===== src/rtl/instruction_fetch_pkg.sv =====
// ----------------------------------------------------------------------------
// instruction_fetch_pkg
// Shared definitions for the fetch/decode sequencer: field widths, the
// control-flow opcodes resolved locally, the FSM state encoding and a small
// helper that extracts the opcode field from an instruction word.
// ----------------------------------------------------------------------------
package instruction_fetch_pkg;

  localparam int ADDR_W = 4;  // program address width, equal to the PC width
  localparam int DATA_W = 8;  // instruction width: [7:4] opcode, [3:0] operand
  localparam int OPC_W  = 4;  // opcode field width

  localparam logic [OPC_W-1:0] OPC_NOP = 4'h0;
  localparam logic [OPC_W-1:0] OPC_JMP = 4'hE;
  localparam logic [OPC_W-1:0] OPC_HLT = 4'hF;

  // FSM state encoding, kept as plain constants for compatibility with
  // existing tooling that inspects the state register numerically.
  typedef logic [2:0] state_t;
  localparam state_t ST_IDLE   = 3'd0;
  localparam state_t ST_ADDR   = 3'd1;
  localparam state_t ST_FETCH  = 3'd2;
  localparam state_t ST_DECODE = 3'd3;
  localparam state_t ST_ISSUE  = 3'd4;
  localparam state_t ST_HALT   = 3'd5;

  function automatic logic [OPC_W-1:0] opcode_of(input logic [DATA_W-1:0] instr);
    return instr[DATA_W-1 -: OPC_W];
  endfunction

endpackage


===== src/rtl/instruction_fetch_prog_mem.sv =====
// ----------------------------------------------------------------------------
// instruction_fetch_prog_mem
// 16-word program memory: synchronous write, combinational read.
//   CLK    in  system clock
//   we     in  write strobe (already qualified by the sequencer state)
//   waddr  in  write address
//   wdata  in  write data
//   raddr  in  read address (the sequencer's memory address register)
//   rdata  out read data, combinational from raddr
// ----------------------------------------------------------------------------
module instruction_fetch_prog_mem
  import instruction_fetch_pkg::*;
(
  input  logic              CLK,
  input  logic              we,
  input  logic [ADDR_W-1:0] waddr,
  input  logic [DATA_W-1:0] wdata,
  input  logic [ADDR_W-1:0] raddr,
  output logic [DATA_W-1:0] rdata
);

  logic [DATA_W-1:0] mem [2**ADDR_W];

  // NOTE: the array has no reset on purpose: the program must survive RESET,
  // and a reset loop over a memory would also block RAM inference.
  always_ff @(posedge CLK) begin
    if (we) mem[waddr] <= wdata;
  end

  assign rdata = mem[raddr];

endmodule


===== src/rtl/instruction_fetch.sv =====
// ----------------------------------------------------------------------------
// instruction_fetch
// Fetch/decode sequencer sitting after the 4-bit program counter. It reads the
// PC, fetches the instruction from internal program memory, resolves NOP/JMP/
// HLT itself and issues every other instruction to execute over valid/ready.
//   CLK, RESET            clock; synchronous active-high reset
//   start                 one-cycle pulse that leaves IDLE
//   pc_value              PC count, sampled while pc_oe is high
//   pc_oe, pc_en, pc_we   PC output enable / increment / load strobes
//   pc_load               PC load value (zero unless pc_we is high)
//   prog_we/addr/data     program-memory write port, honoured in IDLE/HALT
//   ir, instr_valid       instruction register and its valid flag
//   instr_ready           execute accepts ir
//   busy, halted          status: running / stopped in HALT
// ----------------------------------------------------------------------------
module instruction_fetch
  import instruction_fetch_pkg::*;
(
  input  logic              CLK,
  input  logic              RESET,
  input  logic              start,
  input  logic [ADDR_W-1:0] pc_value,
  output logic              pc_oe,
  output logic              pc_en,
  output logic              pc_we,
  output logic [ADDR_W-1:0] pc_load,
  input  logic              prog_we,
  input  logic [ADDR_W-1:0] prog_addr,
  input  logic [DATA_W-1:0] prog_data,
  output logic [DATA_W-1:0] ir,
  output logic              instr_valid,
  input  logic              instr_ready,
  output logic              busy,
  output logic              halted
);

  state_t            state, state_nxt;
  logic [ADDR_W-1:0] mar;
  logic [DATA_W-1:0] mem_rdata;
  logic [OPC_W-1:0]  opc;
  logic              mem_we;
  logic              in_decode;

  assign opc = opcode_of(ir);

  // Writes are only safe while nothing is being fetched.
  assign mem_we = prog_we && ((state == ST_IDLE) || (state == ST_HALT));

  instruction_fetch_prog_mem u_prog_mem (
    .CLK   (CLK),
    .we    (mem_we),
    .waddr (prog_addr),
    .wdata (prog_data),
    .raddr (mar),
    .rdata (mem_rdata)
  );

  // NOTE: next_state is defaulted before the case so every path assigns it
  // and no latch is inferred.
  always_comb begin
    state_nxt = state;
    case (state)
      ST_IDLE:   if (start) state_nxt = ST_ADDR;
      ST_ADDR:   state_nxt = ST_FETCH;
      ST_FETCH:  state_nxt = ST_DECODE;
      ST_DECODE: begin
        if (opc == OPC_HLT)                          state_nxt = ST_HALT;
        else if ((opc == OPC_NOP) || (opc == OPC_JMP)) state_nxt = ST_ADDR;
        else                                         state_nxt = ST_ISSUE;
      end
      ST_ISSUE:  if (instr_ready) state_nxt = ST_ADDR;
      ST_HALT:   state_nxt = ST_HALT;
      default:   state_nxt = ST_IDLE;
    endcase
  end

  // NOTE: registers use non-blocking assignments so every flop samples the
  // pre-edge values, independent of statement order.
  always_ff @(posedge CLK) begin
    if (RESET) begin
      state <= ST_IDLE;
      mar   <= '0;
      ir    <= '0;
    end else begin
      state <= state_nxt;
      if (state == ST_ADDR)  mar <= pc_value;
      if (state == ST_FETCH) ir  <= mem_rdata;
    end
  end

  // Moore decode: strobes depend only on state and ir, so they are stable
  // for the whole cycle. HLT takes neither PC strobe; JMP loads instead of
  // incrementing, which keeps pc_en and pc_we mutually exclusive.
  assign in_decode   = (state == ST_DECODE);
  assign pc_oe       = (state == ST_ADDR);
  assign pc_we       = in_decode && (opc == OPC_JMP);
  assign pc_en       = in_decode && (opc != OPC_JMP) && (opc != OPC_HLT);
  assign pc_load     = pc_we ? ir[ADDR_W-1:0] : '0;
  assign instr_valid = (state == ST_ISSUE);
  assign busy        = (state != ST_IDLE) && (state != ST_HALT);
  assign halted      = (state == ST_HALT);

endmodule


===== config.mk =====
export PLATFORM = sky130hd
export DESIGN_NAME = instruction_fetch
export DESIGN_NICKNAME = d
export VERILOG_FILES = /design/src/rtl/instruction_fetch_pkg.sv /design/src/rtl/instruction_fetch_prog_mem.sv /design/src/rtl/instruction_fetch.sv
export SDC_FILE = /design/constraint.sdc
export NUM_CORES = 1
export LEC_CHECK = 0
export BUFFER_PORTS_ARGS = -buffer_cell sky130_fd_sc_hd__buf_2
export CAP_MARGIN = 15
export CORE_ASPECT_RATIO = 1.5
export CORE_MARGIN = 2
export CORE_UTILIZATION = 47
export CTS_CLUSTER_SIZE = 12
export DETAILED_ROUTE_END_ITERATION = 10
export SLEW_MARGIN = 20
export SYNTH_ARGS = -nofsm -noshare
export SYNTH_HDL_FRONTEND = slang
export SYNTH_HIERARCHICAL = 1
export SYNTH_SLANG_ARGS = --single-unit
export TNS_END_PERCENT = 5

===== constraint.sdc =====
create_clock -name CLK -period 4.3 [get_ports CLK]
set_input_delay 0.43 -clock CLK [delete_from_list [all_inputs] [get_ports CLK]]
set_output_delay 0.43 -clock CLK [all_outputs]
set_load 0.01 [all_outputs]

### Word-level counts from Yosys, hierarchy flattened

Memories as Yosys holds them, arrays and structs flattened. A register that Yosys moved wholly into a read port is not among the register bits.
Index checks and enable logic that the tools add are counted.

* bits in registers: 7
* bits in writable memories: 128
* logic and storage cells: 34
* memories: 1

Memory list
* u_prog_mem.mem: depth 16, width 8, rd ports 1, clocked after Yosys merged registers in 1, write ports 1, line instruction_fetch_prog_mem.sv:22 `logic [DATA_W-1:0] mem [2**ADDR_W];`

* equality and inequality tests: 12
* mux-type cells: 8
* reduce and logical (&&, ||, !) cells: 11

Operators by type and width (count)
* $pmux 3 s6: 1
* $mux 3: 4
* $eq 4x4->1 const B: 2
* $ne 4x4->1 const B: 2
* $eq 3x2->1 const B: 2
* $eq 3x3->1 const B: 2
* $logic_and 1x1->1: 5
* $logic_not 4->1: 1
* $mux 4: 1
* $eq 3x1->1 const B: 1
* $logic_not 3->1: 1
* $ne 3x3->1 const B: 1
* $reduce_bool 3->1: 1
* $logic_or 1x1->1: 2
* $mux 1: 2
* $ne 2x1->1 const B: 1
* $ne 2x2->1 const B: 1
* $reduce_and 2->1: 1

### Longest topological paths before layout

Gate-level depths: netlist of run 1.

* depth after elaboration: 5
* depth in mapped cells: 7

### Hierarchy

The synthesis of run 1 kept the hierarchy.

By module, submodules not included
* instruction_fetch_prog_mem: times used 1, cells each 221, area each 4987.3 um2
* instruction_fetch: times used 1, cells each 76, area each 718.2 um2

### Least setup slack after synthesis of run 1

No wires, ideal clock.

* path kind: reg-to-reg
* start point: register state[2]
* end point: memory u_prog_mem.mem[0][0] (enable)
* arrival: 1972 ps
* required time: 3917 ps
* setup slack: 1945 ps
* stages on the path, launching flop included: 7
* path buffers: 1
* clock period less this slack: 2355 ps
* cells stage by stage: dfxtp_1 > buf_6 > xnor2_1 > nand2b_1 > nor2_1 > or3b_2 > nor3_1

* longest elaborated chain between the ends: 5

RTL lines
* from (decl): line instruction_fetch.sv:37 `state_t state, state_nxt;`
* from (signal assigned): line instruction_fetch.sv:85 `state <= state_nxt;`
* $eq 3x3->1 or $logic_not 3->1 (tied branches): line instruction_fetch.sv:47 `assign mem_we = prog_we && ((state == ST_IDLE) || (state == ST_HALT));`
* $logic_or 1x1->1 (*): line instruction_fetch.sv:47
* $logic_and 1x1->1 (*): line instruction_fetch.sv:47
* via mem_we: line instruction_fetch.sv:41 `logic mem_we;`
* $mux 1 (*): line instruction_fetch_prog_mem.sv:27 `if (we) mem[waddr] <= wdata;`
* $mux 1 (not written as such) (*): line instruction_fetch_prog_mem.sv:27
* to (decl): line instruction_fetch_prog_mem.sv:22

Mark *: on every way through the listed nets, which the timed path passes. The rest lies on a longest branch.

### Worst setup path in the final report of run 1

* start point: register state[2]
* end point: memory u_prog_mem.mem[2][1] (enable)

Same word-level chain as after synthesis.

==> out/results.txt, run 1 <==
synthesized area per cell - 19.2 µm²
outcome - completed
CP max-delay cell - nor2_1
CP endpoint kind - flop
synth unique cells - 33
final setup violation count - 0
I/O Buffers - 38
TritonCTS clock tree - done
P per Cell Area - 509 nW/µm²
clk_lat worst skew - 0.41 ns
die span in y - 139 µm
CTS hold repair buffers - 0
Leak Pwr - 0.00223 µW
drt wl/cell - 21.7 µm
total CTS buffers - 17
total number of vias - 2908
register area share after synthesis - 72.6%
clk sink count - 143
fin. max-slew vios - 0
unrepaired setup endpoints after global routing - false
setup TNS - 0 ns
CP Data Required Time - 4.33 ns
post-cts sizing count - 0
Via density - 5.69
H-tree depth - 4
Post-Syn Area - 5710 µm²
Final #Nets - 366
Final Cycle Share - 64.3%
Starting Density - 48.0%
top cell type by total area after synthesis - edfxtp_1
DRT Pass-1 Iters - 4
Min Clock Period, post-route - 2.77 ns
most used cell, CP - nor2_1
EDFF count, synth - 128
Area Growth Syn to Fin - 16.2%
clk_skew - 0.00621 ns
Slew Limit Headroom - 30.6%
commonest non-fill, non-tap cell in the layout - edfxtp_1
Root Buffer - clkbuf_16
layout cell share with drive strength beyond 1 - 27.4%
post-synth net total - 318
CP delay by family, top - simple AND/OR/NAND/NOR gates
largest net degree at the start of global routing - 34
gr ovfl total - 0
crit-path cells - xnor2_1 -> nand2b_1 -> nor2_1 -> or3b_2 -> nor2_1
Synth top area share - 67.4%
Crit path largest cell delay - 0.70 ns
synthesized flop and latch total - 143
top_reg_cell synth - edfxtp_1
gr usage total - 18.4%
Hold Path Class - in2reg
Core Area - 11900 µm²
chip width - 94.0 µm
Routed Antenna Nets - 0
Post-route DRC - 0
Worst Path Max Fanout - 10
I/O Pins - 39
vias in the first global route - 2972
ranking of synthesized cells by area - edfxtp_1 67%, mux4_2 7.1%, mux4_1 6.4%, dfxtp_1 5.3%, mux2i_1 2.1%
Initial DRC Count - 168
Reg clk slew, reported paths - 0.06 ns
WS Path Type - reg2reg
Final HPWL DP - 7.21 mm
WP data arrival - 2.80 ns
yosys warns - 6
Crit path buffers/inverters - 0
most frequent cells in the layout - 128 x edfxtp_1, 38 x buf_2, 31 x nor2_1, 18 x mux4_2, 17 x clkbuf_16
Final Wtd Congestion - 0.772
f_max - 361 MHz
post-CTS setup buffer count - 0
Max Cap Viol - 0
FFs w/ async S/R, synth - 0%
CTS max path bufs - 2
initial antenna violation count - 0
row count - 49
die area - 13100 µm²
Final Hold Fails - 0
hold_ws - 0.260 ns
crit start category - flop
final wirelength - 11.1 mm
first-pass GRT wire length - 17.0 mm
Syn Inst Count - 297
# diodes - 0
worst-margin pin slew - 1.04 ns
VDD IR-drop max - 251 µV
[cell families after synthesis]
| group | count (synthesis) | synth area share, % |
|---|---|---|
| xor+xnor | 2 | 0.307 |
| flops | 143 | 72.6 |
| compound gates | 22 | 2.85 |
| buf+inv | 17 | 2.37 |
| simple gates | 69 | 6.18 |
| mux | 44 | 15.7 |
[flip-flops by register name, summed over array words and instances, names as in the netlist]
| name | count |
|---|---|
| u_prog_mem/mem | 128 |
| ir | 8 |
| mar | 4 |
| state | 3 |
[path summary, 6_finish.rpt]
kind | slack, ns | cells after the start | from | endpoint
max | 1.53 | 5 | state[2]$_SDFFE_PP0P_ | u_prog_mem/mem[2][1]$_DFFE_PP_
min | 0.26 | 3 | pc_value[1] | mar[1]$_SDFFE_PP0P_
max reg2reg | 1.53 | 5 | state[2]$_SDFFE_PP0P_ | u_prog_mem/mem[2][1]$_DFFE_PP_
min reg2reg | 0.52 | 2 | ir[2]$_SDFFE_PP0P_ | ir[2]$_SDFFE_PP0P_
[stage by stage]
stage / area (µm²) / utilization, % / setup slack, ns / std cells / total power (µW)
after CTS: 6630 / 55.7 / 1.36 / 511 / 3420
after detailed placement: 6010 / 50.5 / 1.38 / 479 / 1890
after global placement: 6010 / 50.5 / 1.53 / 479 / 1880
after floorplan: 5710 / - / 1.94 / 297 / 1810
final: 6630 / 55.7 / 1.53 / 511 / 3380
after global routing: 6630 / 55.7 / 1.41 / 511 / 3500
[cells in the mapped netlist, drive strengths merged (3+ instances only)]
cell type,count
dfxtp,15
buf,11
nand2,9
nor2,31
a22oi,16
nor3,6
nand2b,4
mux4,32
nand3b,3
mux2i,12
clkdlybuf4s25,3
edfxtp,128
and2,5
[tightest hold or removal path, stage by stage]
cell	delay [ns]
buf_2	0.08
mux2i_1	0.05
nor2_1	0.07
[metal layers]
layer  vias up  GRT usage, %  share of wire [%]
met3        19          5.05                4.7
met4         0          7.86                2.3
met2       110          30.1                 52
li1       1307             -                  -
met1      1472          23.0                 41
met5         -             0                  0
[cell type report]
class,instances,area (µm²)
multi-input combinational,137,1430
clock inverter,14,190
fill,949,5260
timing repair buffer,44,235
inverter,2,7.51
tap,153,191
clock buffer,18,429
sequential,143,4150
[power by group]
part           internal [µW]  switching, µW
logic                    128            154
registers               1550           31.7
clock network            970            545
total                   2640            731
Power figures use the tool's default switching activity.
==> inputs of run 2 (changes only) <==
--- a/config.mk
+++ b/config.mk
@@ -12,6 +12,7 @@
 export CORE_UTILIZATION = 47
 export CTS_CLUSTER_SIZE = 12
 export DETAILED_ROUTE_END_ITERATION = 10
+export PLACE_DENSITY = 0.67
 export SLEW_MARGIN = 20
 export SYNTH_ARGS = -nofsm -noshare
 export SYNTH_HDL_FRONTEND = slang
==> constraint.sdc (replaced) <==
create_clock -name CLK -period 2.3 [get_ports CLK]
set_input_delay 0.23 -clock CLK [delete_from_list [all_inputs] [get_ports CLK]]
set_output_delay 0.23 -clock CLK [all_outputs]
set_load 0.01 [all_outputs]
==> out/results.txt, run 2 (synthesis gave the netlist of run 1 again) <==
outcome - completed
Area Growth Syn to Fin - 18.6%
Max Cap Viol - 0
CTS max path bufs - 2
Finished Layout Cells - 529
f_max - 514 MHz
design area - 6770 µm²
gr usage total - 17.9%
Initial DRC Count - 242
crit start category - flop
CP Data Required Time - 2.42 ns
CP max-delay cell - or3b_2
post-CTS setup buffer count - 0
Starting Density - 48.0%
number of cells after detailed placement - 497
total CTS buffers - 17
Crit path buffers/inverters - 1
chip width - 94.0 µm
clk sink count - 143
worst-margin pin slew - 0.659 ns
unrepaired setup endpoints after global routing - false
total number of vias - 2958
placed cell area - 6170 µm²
clk_skew - 0.00861 ns
CP endpoint kind - flop
Final Cycle Share - 84.5%
largest net degree at the start of global routing - 34
first-pass GRT wire length - 16.8 mm
WP data arrival - 2.06 ns
final core occ - 56.9%
row count - 49
Routed Antenna Nets - 0
drt wl/cell - 20.2 µm
Post-route DRC - 0
Crit path largest cell delay - 0.53 ns
Setup crit start - state[2]$_SDFFE_PP0P_
Worst Path Max Fanout - 8
Min Clock Period, post-route - 1.94 ns
most used cell, CP - nor2_1
fin. max-slew vios - 0
H-tree depth - 4
Root Buffer - clkbuf_16
WS Path Type - reg2reg
commonest non-fill, non-tap cell in the layout - edfxtp_1
max reg flops - 128
CP delay by family, top - simple AND/OR/NAND/NOR gates
vias in the first global route - 3017
final wirelength - 10.7 mm
clk_lat worst skew - 0.42 ns
Core Area - 11900 µm²
die area - 13100 µm²
most flop-heavy register - u_prog_mem/mem
gr ovfl total - 0
most frequent cells in the layout - 128 x edfxtp_1, 38 x buf_2, 31 x nor2_1, 22 x buf_4, 18 x mux4_2
r2r startpoint - state[2]$_SDFFE_PP0P_
Slew Limit Headroom - 56.0%
Leak Pwr - 0.00232 µW
Via density - 5.59
# diodes - 0
Final #Nets - 384
CTS hold repair buffers - 0
layout cell share with drive strength beyond 1 - 30.6%
Largest regs - u_prog_mem/mem: 128 flops, ir: 8 flops, mar: 4 flops
VDD IR-drop max - 497 µV
Final Wtd Congestion - 0.816
P per Cell Area - 919 nW/µm²
Setup WS post-layout - 0.356 ns
DRT Pass-1 Iters - 4
Final Hold Fails - 0
post-place setup slack - 0.387 ns
Reg clk slew, reported paths - 0.06 ns
setup TNS - 0 ns
crit-path cells - xnor2_1 -> nand2b_1 -> nor2_1 -> or3b_2 -> nor2_1 -> buf_4
Hold Startpoint - pc_value[0]
post-cts sizing count - 0
TritonCTS clock tree - done
die span in y - 139 µm
I/O Buffers - 38
I/O Pins - 39
initial antenna violation count - 0
Hold Path Class - in2reg
final setup violation count - 0
Final HPWL DP - 7.17 mm
run 2: power by group:
part | switching, µW | internal (µW) | total, µW
Clock | 1010 | 1700 | 2710
Combinational | 309 | 266 | 575
Sequential | 35.6 | 2890 | 2930
Total | 1360 | 4860 | 6220
run 2: through the flow:
step	hold WS [ns]	total power [µW]
floorplan	0.302	3380
detailed placement	0.477	3560
CTS	0.0437	6260
global placement	0.472	3550
finish	0.0564	6220
global route	0.0555	6430
run 2: final cells by class:
cell class	instances	area, µm²
Tap cell	153	191
Clock buffer	18	429
Timing Repair Buffer	62	395
Fill cell	921	5130
Clock inverter	14	166
Inverter	2	7.51
Multi-Input combinational cell	137	1430
Sequential cell	143	4150
run 2: tightest hold or removal path: cells and delay by family:
family                 cells  cell delay [ns]
buffers and inverters      1             0.08
AND/OR/NAND/NOR            1             0.08
multiplexers               1             0.05
run 2: final timing paths:
check                              endpoint  slack (ns)  depth (start not counted)
max reg2reg  u_prog_mem/mem[2][0]$_DFFE_PP_        0.36                          6
min                     mar[0]$_SDFFE_PP0P_        0.06                          3
max          u_prog_mem/mem[2][0]$_DFFE_PP_        0.36                          6
min reg2reg              ir[0]$_SDFFE_PP0P_        0.53                          2
run 2: per-layer routing:
layer / vias to the layer above / routed length (µm) / global-route usage (%)
met3: 18 / 524 / 5.05
met1: 1481 / 4290 / 21.8
li1: 1338 / - / -
met2: 121 / 5660 / 29.8
met4: 0 / 240 / 7.70
met5: - / 0 / 0
==> inputs of run 3 (changes only) <==
==> constraint.sdc (replaced) <==
create_clock -name CLK -period 1.7 [get_ports CLK]
set_input_delay 0.17 -clock CLK [delete_from_list [all_inputs] [get_ports CLK]]
set_output_delay 0.17 -clock CLK [all_outputs]
set_load 0.01 [all_outputs]
==> out/results.txt, run 3 (synthesis gave the netlist of run 1 again) <==
outcome - complete, but fails checks
failing checks - setup timing
CP Data Required Time - 2.00 ns
VDD IR-drop max - 599 µV
Worst Path Max Fanout - 7
Finished Layout Cells - 551
first-pass GRT wire length - 17.9 mm
Routed Antenna Nets - 0
total number of vias - 3048
clk_lat worst skew - 0.42 ns
max reg flops - 128
drt wl/cell - 21.0 µm
Clk pwr share - 44.4%
Post-route DRC - 0
WP data arrival - 2.10 ns
CP endpoint kind - flop
row count - 49
CP max-delay cell - mux4_2
P per Cell Area - 1250 nW/µm²
Slew Limit Headroom - 64.8%
largest net degree at the start of global routing - 34
gr ovfl total - 0
Root Buffer - clkbuf_16
Final Cycle Share - 106%
clk_skew - 0.00709 ns
layout cell share with drive strength beyond 1 - 43.0%
die span in y - 139 µm
TritonCTS clock tree - done
Largest regs - u_prog_mem/mem: 128 flops, ir: 8 flops, mar: 4 flops
final setup violation count - 73
Sequential Power Share - 44.5%
Area Growth Syn to Fin - 25.4%
Internal - 7000 µW
Final #Nets - 406
Via density - 5.53
Comb power frac - 11.1%
Starting Density - 48.0%
net switching fraction of the power - 21.5%
Total Power - 8920 µW
hold_ws - 0.00963 ns
DRT Pass-1 Iters - 4
final wirelength - 11.6 mm
vias in the first global route - 3229
most frequent cells in the layout - 128 x edfxtp_1, 38 x buf_2, 30 x buf_4, 28 x mux4_2, 25 x nor2_1
WS Path Type - reg2reg
chip width - 94.0 µm
multi-input logic area - 1520 µm²
worst-margin pin slew - 0.528 ns
f_max - 556 MHz
initial antenna violation count - 0
Net Sw Power - 1920 µW
Setup WS post-layout - -0.0998 ns
gr usage total - 19.1%
FF/Latch Area - 4150 µm²
Initial DRC Count - 274
I/O Buffers - 38
final core occ - 60.2%
number of cells after detailed placement - 509
Final Wtd Congestion - 0.812
die area - 13100 µm²
Reg clk slew, reported paths - 0.06 ns
number of fill cells in the layout - 883
CTS max path bufs - 2
unrepaired setup endpoints after global routing - true
total CTS buffers - 17
Max Cap Viol - 0
Crit path largest cell delay - 0.52 ns
most flop-heavy register - u_prog_mem/mem
Final HPWL DP - 7.31 mm
Min Clock Period, post-route - 1.80 ns
fin. max-slew vios - 0
Leak Pwr - 0.00246 µW
Hold Path Class - in2reg
crit-path cells - buf_12 -> buf_16 -> mux4_2 -> a22oi_2 -> nand2_1 -> mux2i_1 -> nor2_1
commonest non-fill, non-tap cell in the layout - edfxtp_1
I/O Pins - 39
Final Hold Fails - 0
Core Area - 11900 µm²
crit start category - flop
H-tree depth - 4
# diodes - 0
clk sink count - 143
-- run 3: layout make-up --
| class | instances | share of cell area, % |
|---|---|---|
| clock buffers | 18 | 6.00 |
| repair buffers | 84 | 9.06 |
| inverters | 2 | 0.105 |
| flip-flops and latches | 143 | 58.0 |
| well taps | 153 | 2.68 |
| multi-input cells | 137 | 21.2 |
| clock inverters | 14 | 2.96 |
-- run 3: layer usage --
metal / up-vias / global-route usage, % / routed length, µm
met3: 21 / 5.60 / 547
met1: 1566 / 22.7 / 4510
met4: 0 / 7.78 / 225
met5: - / 0 / 0
li1: 1375 / - / -
met2: 86 / 32.3 / 6310
-- run 3: worst paths after layout --
kind,from,end,slack [ns],cells after the start
worst max-delay path,mar[0]$_SDFFE_PP0P_,ir[1]$_SDFFE_PP0P_,-0.1,7
worst min-delay path,pc_value[3],mar[3]$_SDFFE_PP0P_,0.01,3
worst max register to register,mar[0]$_SDFFE_PP0P_,ir[1]$_SDFFE_PP0P_,-0.1,7
worst min register to register,ir[0]$_SDFFE_PP0P_,ir[0]$_SDFFE_PP0P_,0.52,2
-- run 3: critical path, delay by kind of cell (launching register included) --
kind | cells | cell delay, ns
AND/OR/NAND/NOR | 2 | 0.15
multiplexers | 2 | 0.66
buffers and inverters | 2 | 0.26
flip-flops | 1 | 0.41
AO/OA/AOI/OAI | 1 | 0.21
-- run 3: what timing repair did --
action	CTS	global route
buffers inserted	6	1
hold endpoints to repair	2	0
setup endpoints to repair	70	143
pin swaps	9	10
gates cloned	1	0
hold buffers	2	0
resized for setup	25	20
-- run 3: power by group through the flow --
stage	sequential (µW)	clock, µW	combinational [µW]
after floorplan	4030	0	552
after global placement	4030	0	817
after detailed placement	4030	0	828
after CTS	3970	4000	949
after global routing	3980	4140	1060
final	3970	3960	987
-- run 3: stage by stage --
step                      setup TNS, ns  setup slack, ns  cell area (µm²)
after detailed placement          -5.81           -0.217             6300
after floorplan                  -10.20           -0.236             5750
after CTS                         -3.32          -0.0761             7110
after global routing             -11.18           -0.156             7160
after global placement            -3.10           -0.152             6300
final                             -3.14          -0.0998             7160
